File: src/rtl/mem_pkg.sv
// Shared definitions for the MEM-stage load/store path: size encodings,
// access-controller FSM states and default bus widths.
package mem_pkg;

  localparam int DEF_NB_DATA = 32;
  localparam int DEF_NB_ADDR = 5;

  localparam logic [1:0] SIZE_BYTE = 2'b00;
  localparam logic [1:0] SIZE_HALF = 2'b01;
  localparam logic [1:0] SIZE_WORD = 2'b10;

  typedef enum logic [1:0] {
    ST_IDLE      = 2'b00,
    ST_LOAD_WAIT = 2'b01,
    ST_RMW_WRITE = 2'b10
  } state_t;

  // Encoding 2'b11 is handled exactly like a word access.
  function automatic logic size_is_word(input logic [1:0] size);
    return (size != SIZE_BYTE) && (size != SIZE_HALF);
  endfunction

  function automatic logic is_misaligned(input logic [1:0] size,
                                         input logic [1:0] offset);
    logic bad;
    case (size)
      SIZE_BYTE: bad = 1'b0;
      SIZE_HALF: bad = offset[0];
      default:   bad = (offset != 2'b00);
    endcase
    return bad;
  endfunction

endpackage

File: src/rtl/mem_lane_align.sv
// Little-endian lane handling: extracts and extends a load lane from a full
// memory word, and merges store data into a read word for sub-word writes.
module mem_lane_align
  import mem_pkg::*;
#(
  parameter int NB_DATA = DEF_NB_DATA
) (
  input  logic [1:0]         size,
  input  logic [1:0]         offset,
  input  logic               is_unsigned,
  input  logic [NB_DATA-1:0] rdata,
  input  logic [NB_DATA-1:0] wdata,
  output logic [NB_DATA-1:0] load_data,
  output logic [NB_DATA-1:0] merged_data
);

  logic [4:0]  byte_pos;
  logic [4:0]  half_pos;
  logic [7:0]  byte_lane;
  logic [15:0] half_lane;

  assign byte_pos  = {offset, 3'b000};
  assign half_pos  = {offset[1], 4'b0000};
  assign byte_lane = rdata[byte_pos +: 8];
  assign half_lane = rdata[half_pos +: 16];

  always_comb begin
    load_data   = rdata;
    merged_data = wdata;
    case (size)
      SIZE_BYTE: begin
        load_data   = {{(NB_DATA-8){byte_lane[7] & ~is_unsigned}}, byte_lane};
        merged_data = rdata;
        merged_data[byte_pos +: 8] = wdata[7:0];
      end
      SIZE_HALF: begin
        load_data   = {{(NB_DATA-16){half_lane[15] & ~is_unsigned}}, half_lane};
        merged_data = rdata;
        merged_data[half_pos +: 16] = wdata[15:0];
      end
      default: begin
      end
    endcase
  end

endmodule

File: src/rtl/mem_access_ctrl.sv
// MEM-stage load/store controller in front of the word-only data memory.
// Loads take a read plus a wait cycle; sub-word stores are read-modify-write.
module mem_access_ctrl
  import mem_pkg::*;
#(
  parameter int NB_DATA     = DEF_NB_DATA,
  parameter int NB_ADDR     = DEF_NB_ADDR,
  parameter int NB_CPU_ADDR = 32
) (
  input  logic                   i_clock,
  input  logic                   i_reset,
  input  logic                   i_valid,
  input  logic                   i_mem_read,
  input  logic                   i_mem_write,
  input  logic [1:0]             i_size,
  input  logic                   i_unsigned,
  input  logic [NB_CPU_ADDR-1:0] i_addr,
  input  logic [NB_DATA-1:0]     i_wdata,
  input  logic [NB_DATA-1:0]     i_mem_rdata,
  output logic                   o_mem_enable,
  output logic                   o_mem_read,
  output logic                   o_mem_write,
  output logic [NB_ADDR-1:0]     o_mem_addr,
  output logic [NB_DATA-1:0]     o_mem_wdata,
  output logic [NB_DATA-1:0]     o_load_data,
  output logic                   o_load_valid,
  output logic                   o_misaligned,
  output logic                   o_stall
);

  state_t state;
  state_t next_state;

  logic [NB_ADDR-1:0] lat_word;
  logic [1:0]         lat_offset;
  logic [1:0]         lat_size;
  logic               lat_unsigned;
  logic [NB_DATA-1:0] lat_wdata;

  logic               has_op;
  logic               misaligned_now;
  logic               accept;
  logic               store_word;
  logic [NB_DATA-1:0] align_load;
  logic [NB_DATA-1:0] align_merge;
  logic               unused_addr_bits;

  // Byte address bits above the word index simply wrap the memory.
  assign unused_addr_bits = ^i_addr[NB_CPU_ADDR-1:NB_ADDR+2];

  assign has_op         = i_mem_read | i_mem_write;
  assign misaligned_now = is_misaligned(i_size, i_addr[1:0]);
  assign accept         = (state == ST_IDLE) & i_valid & has_op & ~misaligned_now;
  assign store_word     = size_is_word(i_size);

  mem_lane_align #(
    .NB_DATA (NB_DATA)
  ) u_lane_align (
    .size        (lat_size),
    .offset      (lat_offset),
    .is_unsigned (lat_unsigned),
    .rdata       (i_mem_rdata),
    .wdata       (lat_wdata),
    .load_data   (align_load),
    .merged_data (align_merge)
  );

  always_ff @(posedge i_clock) begin
    if (i_reset) begin
      state <= ST_IDLE;
    end else begin
      state <= next_state;
    end
  end

  always_ff @(posedge i_clock) begin
    if (i_reset) begin
      lat_word     <= '0;
      lat_offset   <= '0;
      lat_size     <= '0;
      lat_unsigned <= 1'b0;
      lat_wdata    <= '0;
    end else if (accept) begin
      lat_word     <= i_addr[NB_ADDR+1:2];
      lat_offset   <= i_addr[1:0];
      lat_size     <= i_size;
      lat_unsigned <= i_unsigned;
      lat_wdata    <= i_wdata;
    end
  end

  always_comb begin
    next_state = state;
    case (state)
      ST_IDLE: begin
        if (accept) begin
          if (i_mem_write) begin
            next_state = store_word ? ST_IDLE : ST_RMW_WRITE;
          end else begin
            next_state = ST_LOAD_WAIT;
          end
        end
      end
      ST_LOAD_WAIT: next_state = ST_IDLE;
      ST_RMW_WRITE: next_state = ST_IDLE;
      default:      next_state = ST_IDLE;
    endcase
  end

  // Reset gates every strobe so an in-flight RMW write is dropped.
  always_comb begin
    o_mem_read  = 1'b0;
    o_mem_write = 1'b0;
    o_stall     = 1'b0;
    o_mem_addr  = lat_word;
    o_mem_wdata = '0;
    case (state)
      ST_IDLE: begin
        o_mem_addr = i_addr[NB_ADDR+1:2];
        if (accept && !i_reset) begin
          if (i_mem_write && store_word) begin
            o_mem_write = 1'b1;
            o_mem_wdata = i_wdata;
          end else begin
            o_mem_read = 1'b1;
            o_stall    = 1'b1;
          end
        end
      end
      ST_RMW_WRITE: begin
        if (!i_reset) begin
          o_mem_write = 1'b1;
          o_mem_wdata = align_merge;
        end
      end
      default: begin
      end
    endcase
  end

  assign o_mem_enable = o_mem_read | o_mem_write;

  always_ff @(posedge i_clock) begin
    if (i_reset) begin
      o_load_data  <= '0;
      o_load_valid <= 1'b0;
      o_misaligned <= 1'b0;
    end else begin
      o_load_valid <= (state == ST_LOAD_WAIT);
      o_misaligned <= (state == ST_IDLE) & i_valid & has_op & misaligned_now;
      if (state == ST_LOAD_WAIT) begin
        o_load_data <= align_load;
      end
    end
  end

endmodule

File: config.mk
export PLATFORM = sky130hd
export DESIGN_NAME = mem_access_ctrl
export DESIGN_NICKNAME = d
export VERILOG_FILES = /design/src/rtl/mem_pkg.sv /design/src/rtl/mem_lane_align.sv /design/src/rtl/mem_access_ctrl.sv
export SDC_FILE = /design/constraint.sdc
export NUM_CORES = 1
export LEC_CHECK = 0
export ABC_AREA = 1
export CAP_MARGIN = 10
export CORE_ASPECT_RATIO = 2
export CORE_MARGIN = 2
export CORE_UTILIZATION = 40
export CTS_CLUSTER_DIAMETER = 40
export DETAILED_ROUTE_END_ITERATION = 6
export GPL_TIMING_DRIVEN = 0
export PLACE_DENSITY = 0.78
export SETUP_SLACK_MARGIN = 0.2
export SYNTH_ARGS = -nofsm -noshare
export SYNTH_HDL_FRONTEND = slang
export SYNTH_SLANG_ARGS = --single-unit
export TNS_END_PERCENT = 1
File: constraint.sdc
create_clock -name i_clock -period 6.95 [get_ports i_clock]
set_input_delay 2.085 -clock i_clock [delete_from_list [all_inputs] [get_ports i_clock]]
set_output_delay 2.085 -clock i_clock [all_outputs]
set_load 0.02 [all_outputs]
# ---- Word level (Yosys, flattened, before mapping)
# Cells that the tools add are included.
dict set report totals {
  ff_bits 78
  inputBits 104
  out_inout_bits 75
  elab_cells 62
}
dict set report op_classes {
  n_addsub 2
  eq_ne 5
  shift 6
  n_mux 19
  bitwise 11
  n_reduce_logical 10
}
# cell n
set ops {}
lappend ops {{32-bit case mux with 2 select lines} 3}
lappend ops {{32-bit 2-to-1 mux} 3}
lappend ops {{32-bit bitwise mux} 2}
lappend ops {{16-bit by 7-bit variable shift with 32-bit output, first input constant} 1}
lappend ops {{8-bit by 7-bit variable shift with 32-bit output, first input constant} 1}
lappend ops {{16-bit by 7-bit indexed part select with 32-bit output} 1}
lappend ops {{32-bit by 6-bit indexed part select with 16-bit output} 1}
lappend ops {{32-bit by 6-bit indexed part select with 8-bit output} 1}
lappend ops {{8-bit by 7-bit indexed part select with 32-bit output} 1}
lappend ops {{5-bit negation with 7-bit output} 2}
lappend ops {{1-bit AND} 6}
lappend ops {{2-bit by 1-bit == test with 1-bit output, second input constant} 3}
lappend ops {{2-bit zero test} 3}
lappend ops {{1-bit 2-to-1 mux} 6}
lappend ops {{5-bit 2-to-1 mux} 1}
lappend ops {{2-bit 2-to-1 mux} 2}
lappend ops {{1-bit case mux with 2 select lines} 2}
lappend ops {{2-bit nonzero test} 2}
lappend ops {{1-bit logical AND} 3}
lappend ops {{1-bit inverter} 3}
lappend ops {{2-bit == test, second input constant} 1}
lappend ops {{2-bit by 1-bit != test with 1-bit output, second input constant} 1}
lappend ops {{1-bit bitwise OR} 2}
lappend ops {{2-bit OR reduction} 1}
lappend ops {{1-bit zero test} 1}

# ---- Depth between registers and ports, before layout
# Gate-level depths: netlist of the first run.
dict set report logic_depth {
  word_depth 8
  mapped_depth 13
  depth_no_buf 10
}

# ---- Modules after synthesis
# Synthesis of the first run repeated with hierarchy kept, for this count alone.
dict set report hier_totals {
  hier_cells 1024
  hier_area_um2 5863.1
}
# module n_inst cells_per_inst area_each_um2 seq_area_each_um2
set modules_own_cells {}
lappend modules_own_cells {mem_access_ctrl 1 563 3759.9 1561.5}
lappend modules_own_cells {mem_lane_align 1 461 2103.3 0.0}

# ---- Worst setup path after synthesis of the first run
# OpenSTA, ideal clock, no wires.
dict set report synth_path {
  kind {input to output}
  start {in i_size[1]}
  end {out o_stall}
  t_arrival_ns 3.157
  t_required_ns 4.865
  slack_ns 1.708
  stages 6
  n_path_buf 1
  cell_sequence {o21ai_1 nand2_4 nor2_8 inv_4 nor2_1 buf_4}
}
dict set report synth_between {
  elab_chain_len 7
  elab_cells_between_ends 13
  classes_between {2 x eq/ne; 4 x mux; 2 x bitwise; 5 x reduce/logical}
}
# item line
set synth_lines {}
lappend synth_lines {{start, declared} mem_access_ctrl.sv:15} ;# input logic [1:0] i_size,
lappend synth_lines {{2-bit by 1-bit == test with 1-bit output / 2-bit zero test (equally long branches)} mem_pkg.sv:26} ;# case (size)
lappend synth_lines {{1-bit case mux with 2 select lines} mem_pkg.sv:26}
lappend synth_lines {{1-bit inverter} mem_access_ctrl.sv:53} ;# assign accept = (state == ST_IDLE) & i_valid & has_op & ~misaligned_now;
lappend synth_lines {{1-bit AND} mem_access_ctrl.sv:53}
lappend synth_lines {{1-bit logical AND} mem_access_ctrl.sv:120} ;# if (accept && !i_reset) begin
lappend synth_lines {{1-bit 2-to-1 mux * (2 in a row)} -}
lappend synth_lines {{end, declared} mem_access_ctrl.sv:28} ;# output logic o_stall
# Every way passes the cells marked *; elsewhere a longest branch is shown, timed or not.

# ---- Worst setup path in the final report of the first run
dict set report layout_path {
  start {in i_reset}
  end {out o_mem_wdata[20]}
}
dict set report layout_between {
  elab_chain_len 4
  elab_cells_between_ends 5
  classes_between {3 x mux; 2 x reduce/logical}
}
# item line
set layout_lines {}
lappend layout_lines {{start, declared} mem_access_ctrl.sv:11} ;# input logic i_reset,
lappend layout_lines {{1-bit zero test} -}
lappend layout_lines {{1-bit logical AND} mem_access_ctrl.sv:120}
lappend layout_lines {{32-bit 2-to-1 mux} mem_access_ctrl.sv:120}
lappend layout_lines {{32-bit case mux with 2 select lines *} mem_access_ctrl.sv:117} ;# case (state)
lappend layout_lines {{end, declared} mem_access_ctrl.sv:24} ;# output logic [NB_DATA-1:0] o_mem_wdata,
# Marked as above.

==> impl_results.md, run 1 <==
- Status: finished, final reports clean
- Hold EP: lat_wdata[25]
- WP data required: approximately 4.9 ns
- Routed wire length: approximately 22000 um
- Main synth FF type: dfxtp_1
- Seq/Total Area, Yosys: 30.9%
- Type of the worst setup path: in -> out
- FF+latch count, synth: slightly below 80
- DRC: 0
- Layout filler cell count: 1291
- Fraction of registers with async set/reset: 0%
- Hold Buf Count CTS: 0
- Vias: 6219
- Drt wl/cell: approximately 19 um
- Net count reported at finish: 1102
- Minimum clock period: between 6 and 7 ns
- Fmax: between 100 and 150 MHz
- CTS tree: yes
- DRT iter0 DRCs: between 400 and 500
- Comb pwr share: between 20% and 30%
- Startpoint types: input port
- Number of buffers created by CTS: 9
- Worst r2r src: state[0]
- Yosys warning total: 0
- Final WS setup: 0.250 ns
- Synth top cells by count: 241 x nand2_1, 101 x o21ai_0, 90 x nor2_1
- Vias per inst: roughly 5.4
- Top cells by area, synth: dfxtp_1 31%, nand2_1 18%, o21ai_0 10%
- Share of cells above drive strength 1: under 10%
- First drt pass iteration count: 5
- Final ANT Viol Nets: 0
- Mux share of post-synthesis cell area: 1.11%
- Fin crit share: 96.4%
- Simple-gate portion of the synthesized area: ~33%
- FF+latch area: between 0.0015 and 0.002 mm2
- Port bufs: 153
- Core area: 0.0125 mm2
- First-pass GRT wire length: ~33000 um
- Adder-Cell Fraction of Synth Area: under 10%
- Clock network power share: 40.0%
- Register-to-Register Setup Slack: about 5.0 ns
- Final Power: approximately 1.4 mW
- Net count after synthesis: 938
- WHS Path Cells: 2
- CTS HTree Levels: 3
- Die span in x: ~84 um
- Worst skew pair latency: ~0.35 ns
- RSZ-0062 raised after global routing: true
- Initial Util: around 41%
- Syn avg cell area: ~6 um2
- Crit Path Max Fanout: 10
- CTS clk-pin slew, worst paths: approximately 0.06 ns
- Clock Sinks: 78
- Synth cell types: 32
- Die ar.: 0.0136 mm2
- Initial antenna violation count: 0
- Largest area contributor in the synthesized netlist: dfxtp_1
- Hold Crit Start: lat_wdata[25]
- Total track usage: a little under a third
- CTS Buffer Depth: 2
- Die H: approximately 160 um
- Leakage: between 3 and 4 nW
- Largest family of logic cells by synthesized area: simple AND/OR/NAND/NOR gates
- Final setup viols: 0
- Critical R2R Capture: o_load_data[4]
- Power share of the sequential group: between 30% and 40%
- PD cells: roughly 200 mW/mm2
- Worst Clk Skew: 0.00818 ns
- Number of global-route vias before repair: between 6000 and 7000
- Placer Congestion: 1.02
- Setup tns final: 0 ns
- Synthesis-to-layout area growth: 40.9%
- Root buffer cell: clkbuf_16
- Hold Vio Cnt, Final: 0
- Synth Area in XOR/XNOR: 0%
- Slew Viols, Final: 0
- Min-Delay Path Class: reg -> reg
- P_int: about 960 uW
- Max-Cap Viols: 0
- # IOs: ~180
- Most frequent cell after synthesis: nand2_1
- Rel. slew slack: between 50 and 60%
- Post-synth EDFFs: 0
- Crit path arrival time: about 4.6 ns
- Sw frac: 31.6%
- DP Wirelength: around 17000 um
- Worst r2r path cells: 8
- FP Rows: slightly below 60
- Total global routing overflow: 0
- # diodes: 0
- Slew at the pin closest to its max-slew limit: roughly 0.66 ns
- Netlist Area Pre-Place: a little over 0.005 mm2
- Synth top area share: a little under a third
- Sw Pwr: around 440 uW
- Area of the multi-input gates: approximately 0.0030 mm2
- Dpl ws: between 0.2 and 0.25 ns
- Compound-Gate Fraction of Synth Area: between 20% and 30%
- Critical Path Sink Type: primary output
- Post-Synthesis Cells: 829
- Largest net degree at the start of global routing: 15
- VDD IR-drop max: 0.000202 V
==> worst max path at each step <==
stage	slack (ns)	cells after the start	to	startpoint
floorplan	1.71	6	o_stall	i_size[1]
global placement	0.23	9	o_mem_wdata[12]	i_reset
detailed placement	0.23	9	o_mem_wdata[21]	i_reset
CTS	0.23	9	o_mem_wdata[8]	i_reset
global route	0.1	9	o_mem_wdata[20]	i_reset
finish	0.25	9	o_mem_wdata[20]	i_reset
==> placed cells by master, fill, tap and decap left out, types with 7 or more instances in the layout <==
| cell | netlist | routed |
|---|---|---|
| nand4_1 | 7 | 7 |
| o211ai_1 | 7 | 7 |
| clkbuf_1 | 25 | 24 |
| buf_2 | 23 | 23 |
| nand3_1 | 49 | 49 |
| o21ai_0 | 101 | 101 |
| a22oi_1 | 19 | 19 |
| inv_1 | 59 | 59 |
| a21oi_1 | 77 | 77 |
| nor2_1 | 90 | 90 |
| nand2_1 | 241 | 241 |
| o22ai_1 | 14 | 14 |
| clkbuf_16 | 0 | 9 |
| clkdlybuf4s50_1 | 0 | 153 |
| dfxtp_1 | 78 | 78 |
==> routing by layer <==
layer  part of all wire (%)  track usage [%]  wire length (um)
met5                      0                0                 0
met4                    5.9             18.7              1260
met3                    4.8             3.94              1030
met2                     53             58.3             11500
met1                     36             32.3              7730
==> final cells by class <==
| cell class | count | area share, % |
|---|---|---|
| Multi-Input combinational cell | 631 | 41.9 |
| Sequential cell | 78 | 21.9 |
| Timing Repair Buffer | 153 | 21.5 |
| Buffer | 54 | 3.63 |
| Inverter | 66 | 3.55 |
| Clock buffer | 9 | 3.16 |
| Tap cell | 150 | 2.63 |
| Clock inverter | 7 | 1.70 |
==> power by group through the flow <==
stage	Combinational (mW)	Clock [mW]	Sequential (mW)
after CTS	0.343	0.563	0.492
final	0.348	0.561	0.493
after global placement	0.340	0	0.501
after floorplan	0.189	0	0.503
after global routing	0.379	0.579	0.495
after detailed placement	0.341	0	0.502
==> state kept, by name (all words and copies together), names as in the netlist <==
signal / cells
o_misaligned: 1
state: 2
lat_size: 2
lat_word: 5
lat_unsigned: 1
lat_wdata: 32
lat_offset: 2
o_load_valid: 1
o_load_data: 32
==> stage by stage <==
stage               util, %  instance area [um2]  hold slack, ns  cells
floorplan                 -                 5060           0.450    829
global placement       54.3                 6780           0.463   1132
detailed placement     54.3                 6780           0.475   1132
CTS                    57.1                 7120           0.490   1148
global route           57.1                 7130           0.507   1148
finish                 57.1                 7130           0.486   1148
==> critical path: stages <==
cell and delay, ns:
clkdlybuf4s50_1 0.50, buf_2 0.25, inv_1 0.24, nand2_1 0.16, inv_1 0.16, clkbuf_1 0.40, nand2_1 0.10, nand2_1 0.11
clkdlybuf4s50_1 0.61
==> kinds of logic (layout without fill, tap and decap cells) <==
kind of cell,after synthesis,in the layout
AO/OA/AOI/OAI,221,221
adder cells (fa/ha/maj),5,5
buffers and inverters,120,289
flip-flops,78,78
multiplexers,5,5
AND/OR/NAND/NOR,400,400
==> timing repair <==
item	CTS	global route
setup buffers	0	0
resized for setup	0	2
setup endpoints to repair	0	20
No activity file was read; power rests on OpenSTA's default activity.
==> inputs of run 2 (changes only) <==
--- a/config.mk
+++ b/config.mk
@@ -13,7 +13,7 @@
 export CTS_CLUSTER_DIAMETER = 40
 export DETAILED_ROUTE_END_ITERATION = 6
 export GPL_TIMING_DRIVEN = 0
-export PLACE_DENSITY = 0.78
+export PLACE_DENSITY = 0.81
 export SETUP_SLACK_MARGIN = 0.2
 export SYNTH_ARGS = -nofsm -noshare
 export SYNTH_HDL_FRONTEND = slang
==> constraint.sdc (replaced) <==
create_clock -name i_clock -period 5.4 [get_ports i_clock]
set_input_delay 1.62 -clock i_clock [delete_from_list [all_inputs] [get_ports i_clock]]
set_output_delay 1.62 -clock i_clock [all_outputs]
set_load 0.02 [all_outputs]
==> impl_results.md, run 2 (synthesis gave the netlist of run 1 again) <==
- Die H: between 150 and 200 um
- Clock Sinks: 78
- Initial antenna violation count: 0
- DP Wirelength: roughly 17000 um
- Worst r2r path cells: 8
- DRC: 0
- Synthesis-to-layout area growth: 40.2%
- Worst skew pair latency: around 0.35 ns
- FP Rows: slightly below 60
- Worst r2r src: state[0]
- Hold Vio Cnt, Final: 0
- WHS Path Cells: 2
- Finished Layout Cells: about 1100
- Status: finished, final reports clean
- Root buffer cell: clkbuf_16
- Total global routing overflow: 0
- Core area: between 0.01 and 0.015 mm2
- Die span in x: about 84 um
- Crit path cell chain: clkdlybuf4s50_1 -> buf_4 -> inv_2 -> nand2_1 -> buf_4 -> nand2_1 -> clkdlybuf4s50_1
- Final ANT Viol Nets: 0
- Fin crit share: between 90% and 100%
- Slew at the pin closest to its max-slew limit: roughly 0.65 ns
- Routed wire length: 21100 um
- Placed Cells incl. Taps: 1132
- First-pass GRT wire length: roughly 32000 um
- WP data required: ~3.8 ns
- Type of the worst setup path: in -> out
- Critical R2R Capture: o_load_data[4]
- Max-Cap Viols: 0
- Vias: 6204
- Port bufs: around 150
- Slew Viols, Final: 0
- Number of global-route vias before repair: between 6000 and 7000
- Crit path arrival time: 3.55 ns
- # diodes: 0
- Placer Congestion: roughly 1
- CTS clk-pin slew, worst paths: roughly 0.06 ns
- Rel. slew slack: a little under three fifths
- First drt pass iteration count: 5
- Hold slack: between 0.4 and 0.5 ns
- Minimum clock period: slightly above 5 ns
- Crit Path Max Fanout: 10
- Vias per inst: roughly 5.4
- Initial Util: roughly two fifths
- RSZ-0062 raised after global routing: true
- WP buf/inv: 5
- Commonest cells after routing, fill and taps aside: 240 x nand2_1, 117 x clkdlybuf4s50_1, 100 x o21ai_0, 90 x nor2_1, 78 x dfxtp_1
- # IOs: 179
- Largest regs: lat_wdata (32), o_load_data (32), lat_word (5)
- CTS Buffer Depth: 2
- Slowest stage delay, CP: about 0.60 ns
- Startpoint types: input port
- Critical Path Sink Type: primary output
- Post-CTS Setup Bufs: 0
- Min-Delay Path Class: reg -> reg
- Top cell family by delay on the critical path: buffers and inverters
- Register-to-Register Setup Slack: 3.42 ns
- DRT iter0 DRCs: 458
- PD cells: around 240 mW/mm2
- Hold EP: lat_word[0]
- Fmax: approximately 190 MHz
- CTS tree: yes
- Commonest non-fill, non-tap cell in the layout: nand2_1
- Worst Clk Skew: just under 0.006 ns
- Slowest-stage cell, CP: clkdlybuf4s50_1
- Largest net degree at the start of global routing: 17
- Dpl ws: -0.389 ns
- CP startpoint: i_reset
- Number of buffers created by CTS: 9
- Final WS setup: 0.231 ns
- CTS HTree Levels: 3
- Net count reported at finish: approximately 1100
- Final setup viols: 0
- Die ar.: 0.0136 mm2
- Drt wl/cell: roughly 18 um
- Share of cells above drive strength 1: approximately 8.6%
- Total track usage: a little under a third
- VDD IR-drop max: 0.000165 V
- Hold Crit Start: lat_word[0]
- Leakage: 3.28 nW
==> run 2: changes by cell type in the layout (fill, tap and decap cells not counted), moves of 3 or more <==
cell             previous run  this run
clkdlybuf4s50_1           153       117
clkbuf_2                    1         8
clkdlybuf4s15_2             0         6
clkdlybuf4s15_1             0         6
buf_2                      23        19
dlygate4sd2_1               0        13
buf_4                       3         7
dlymetal6s2s_1              0         4
inv_6                       1         4
==> run 2: per-layer routing <==
| metal | share of wire, % | track usage [%] |
|---|---|---|
| met4 | 7.6 | 22.7 |
| met2 | 53 | 55.9 |
| met1 | 35 | 30.2 |
| met5 | 0 | 0 |
| met3 | 5.0 | 4.50 |
==> run 2: power breakdown <==
part	switching [mW]	total (mW)	internal, mW
Combinational	0.278	0.448	0.171
Sequential	0.0251	0.634	0.609
Clock	0.279	0.648	0.369
Total	0.582	1.73	1.15
==> run 2: worst max path at each step <==
stage | cells past startpoint | end | slack [ns]
after floorplan | 6 | o_stall | 1.09
after detailed placement | 9 | o_mem_wdata[21] | -0.39
after global placement | 9 | o_mem_wdata[21] | -0.38
after global routing | 10 | o_stall | 0.16
after CTS | 7 | o_stall | 0.06
final | 7 | o_mem_enable | 0.23
==> run 2: cell type report <==
type	instances	area, um2
buffer	54	280
clock buffer	9	225
clock inverter	7	85.1
fill	1269	5390
inverter	66	256
multi-input combinational	631	3000
sequential	78	1560
tap	150	188
timing repair buffer	153	1500
==> run 2: worst register-to-register path: cells and delay by family (launching register included) <==
kind            cells  cell delay, ns
compound gates      2            0.30
buf+inv             4            0.56
flops               1            0.40
simple gates        2            0.62
==> run 2: per-stage QoR <==
| step | TNS (ns) | area (um2) | total power [mW] | utilization [%] |
|---|---|---|---|---|
| after floorplan | 0 | 5060 | 0.891 | - |
| after global placement | -8.97 | 6780 | 1.08 | 54.3 |
| after detailed placement | -8.79 | 6780 | 1.08 | 54.3 |
| after CTS | 0 | 7090 | 1.72 | 56.8 |
| after global routing | 0 | 7090 | 1.80 | 56.8 |
| final | 0 | 7090 | 1.73 | 56.8 |
==> run 2: repair_timing <==
action / CTS / global route
resized for setup: 59 / 25
pin swaps: 1 / 1
setup endpoints to repair: 36 / 32
hold buffers: 0 / 0
==> inputs of run 3 (changes only) <==
--- a/config.mk
+++ b/config.mk
@@ -10,7 +10,7 @@
 export CORE_ASPECT_RATIO = 2
 export CORE_MARGIN = 2
 export CORE_UTILIZATION = 40
-export CTS_CLUSTER_DIAMETER = 40
+export CTS_CLUSTER_DIAMETER = 150
 export DETAILED_ROUTE_END_ITERATION = 6
 export GPL_TIMING_DRIVEN = 0
 export PLACE_DENSITY = 0.81
==> results of run 3 <==
Same layout as run 2: the final DEF is identical, and so are final timing and power.
==> variant, RTL diff (config.mk and constraints of run 1) <==
`DEF_NB_DATA`: 32 -> 48.
--- a/src/rtl/mem_pkg.sv
+++ b/src/rtl/mem_pkg.sv
@@ -2,7 +2,7 @@
 // access-controller FSM states and default bus widths.
 package mem_pkg;
 
-  localparam int DEF_NB_DATA = 32;
+  localparam int DEF_NB_DATA = 48;
   localparam int DEF_NB_ADDR = 5;
 
   localparam logic [1:0] SIZE_BYTE = 2'b00;
Ports: changed (resized i_mem_rdata, i_wdata, o_load_data and o_mem_wdata); port bits go from 179 to 243. No check against the original RTL was run, so the function may have changed too.
==> variant against run 1 <==
First-iteration DRC count is 53% higher. Design area is 37% higher. Clock skew hardly changed. Sequential power is 41% higher. Synthesized area is 39% higher. Power is 22% higher. Die area is 37% higher. Routed wire length is 54% higher. Sequential cell count is 32 higher. Global-route usage is 3.8 points higher. Final cell count is 33% higher. Clock power is 8.0% lower. Worst setup slack better by 120 ps.
==> variant: results (changes against run 1) <==
[placement]
dp.cells = 1508  ; was 1132
io_buffers = 217  ; was 153
place_hpwl_mm = 27.02  ; was 17.08 mm
gp_congestion = 1.017  ; was 1.025

[global_routing]
grt_pass1_vias = 8638  ; was 6111
grt_first_pass_wirelength_mm = 49.45  ; was 32.82 mm
globalRouteMet1Util = 0.3510  ; was 0.3229
grt_max_degree = 19  ; was 15
gr-usage-met3 = 0.05009  ; was 0.03941
grt_use_met2 = 0.6464  ; was 0.5828
grt_use_total = 0.3481  ; was 0.3100

[synth]
synthAdderAreaFrac = 0.01069  ; was 0.01237
synth_common_cells = 255 x nand2_1, 164 x o21ai_0, 117 x nor2_1  ; was 241 x nand2_1, 101 x o21ai_0, 90 x nor2_1
synthMuxAreaShare = 0.008016  ; was 0.01113
postSynthAreaPerCell_um2 = 6.498  ; was 6.102 um^2
yosysWarnings = 0  ; unchanged
yosysSeqAreaShare = 0.3135  ; was 0.3087
synth-compound-area-share = 0.2668  ; was 0.2377
yosys.cell_types.count = 35  ; was 32
synthTopCellsByArea = dfxtp_1 31%, nand2_1 14%, o21ai_0 12%  ; was dfxtp_1 31%, nand2_1 18%, o21ai_0 10%
synth_fp_nets = 1223  ; was 938

[clock_tree]
clkTransAtPathRegs_ps = 70
clock_path_buffers = 2  ; unchanged
cts_root_buf = clkbuf_16  ; unchanged
insertion_delay_ps = 370  ; was 350 ps
cts_buffers = 9  ; unchanged

[timing]
relSlewSlack = 0.5481  ; was 0.5609
period_share = 0.9462  ; was 0.9640
skew_ps = 8.650  ; was 8.178 ps

[layout]
num_antenna_cells = 0  ; unchanged
final_nets = 1451  ; was 1102
drive_above_1_share = 0.08378  ; was 0.06613
reg.largest.list = lat_wdata (48), o_load_data (48), lat_word (5)  ; was lat_wdata (32), o_load_data (32), lat_word (5)

[outcome]
status = finished clean  ; unchanged

[detailed_routing]
wl_per_cell_um = 21.80  ; was 18.73 um
drt-initial-drc-count = 615  ; was 401
drt_pass1_iterations = 5  ; unchanged
viasPerCell = 5.628  ; was 5.417
wl_mm = 33.21  ; was 21.50 mm

[critical_path]
slowest_stage = clkdlybuf4s50_1  ; unchanged
critPathArrivalTime_ps = 4490  ; was 4610 ps
max_stage_delay_ps = 630  ; was 610 ps

[power]
peakVddDrop_v = 0.0001370  ; was 0.0002023 V
power_leakage_nw = 4.055  ; was 3.150 nW

## variant: cell types whose count changed after synthesis, moves of 5 or more
cell      delta
a22o_1       +8
buf_6        +6
clkbuf_1    +16
a21oi_1     +31
dfxtp_1     +32
nand2_1     +14
nor2_1      +27
nand3_2     +30
a22oi_1      +5
o21ai_0     +63
nand3_1      -6
## variant: layout make-up
type                            count  area, um^2
Buffer                             82       475.5
Clock buffer                       10       239.0
Fill cell                        1746        7530
Timing Repair Buffer              217        2172
Clock inverter                      5       41.29
Multi-Input combinational cell    817        4074
Inverter                           72       275.3
Sequential cell                   110        2202
Tap cell                          210       262.8
## variant: report_power, final
| part | internal [mW] | switching [mW] | total [mW] |
|---|---|---|---|
| clock | 0.255 | 0.261 | 0.516 |
| combinational | 0.188 | 0.314 | 0.502 |
| sequential | 0.666 | 0.0292 | 0.695 |
## variant: metrics by stage
| step | cell area (um^2) | worst slack, ps | total power, mW |
|---|---|---|---|
| 2_1_floorplan | 7024 | 1772 | 0.9657 |
| 3_3_place_gp | 9459 | 196.5 | 1.198 |
| 3_5_place_dp | 9459 | 160.9 | 1.200 |
| 4_1_cts | 9741 | 237.6 | 1.704 |
| 5_1_grt | 9742 | 280.0 | 1.774 |
| 6_report | 9742 | 373.6 | 1.713 |
## variant: tightest hold or removal path: cells and delay by family, from the launching register on
kind,cells,cell delay (ps)
simple gates,2,130
flops,1,330
## variant: cells by family after synthesis
group                      after synthesis
and+or+nand+nor                        466
AOI/OAI and AO/OA                      340
buffers and inverters                  154
DFF                                    110
adders and majority gates                6
muxes                                    5
## variant: layer usage
metal  vias to the layer above  wire length [um]
met5                         -                 0
met4                         0              2579
met3                       120              1833
met2                       405             17260
met1                      3958             11530
li1                       4088                 -
## variant: what timing repair did
item,CTS,global route
hold endpoints to repair,0,0
gates resized for setup,1,2
setup endpoints to repair,2,10
pin swaps,0,0
## variant: path summary, 6_finish.rpt
path / from / to / slack (ps) / cells after the start
setup / recovery: i_size[1] / o_mem_wdata[6] / 370 / 10
hold / removal: lat_wdata[17]$_SDFFE_PP0N_ / lat_wdata[17]$_SDFFE_PP0N_ / 490 / 2
setup reg to reg: state[1]$_SDFFE_PP0N_ / lat_offset[1]$_SDFFE_PP0N_ / 5020 / 7
hold reg to reg: lat_wdata[17]$_SDFFE_PP0N_ / lat_wdata[17]$_SDFFE_PP0N_ / 490 / 2
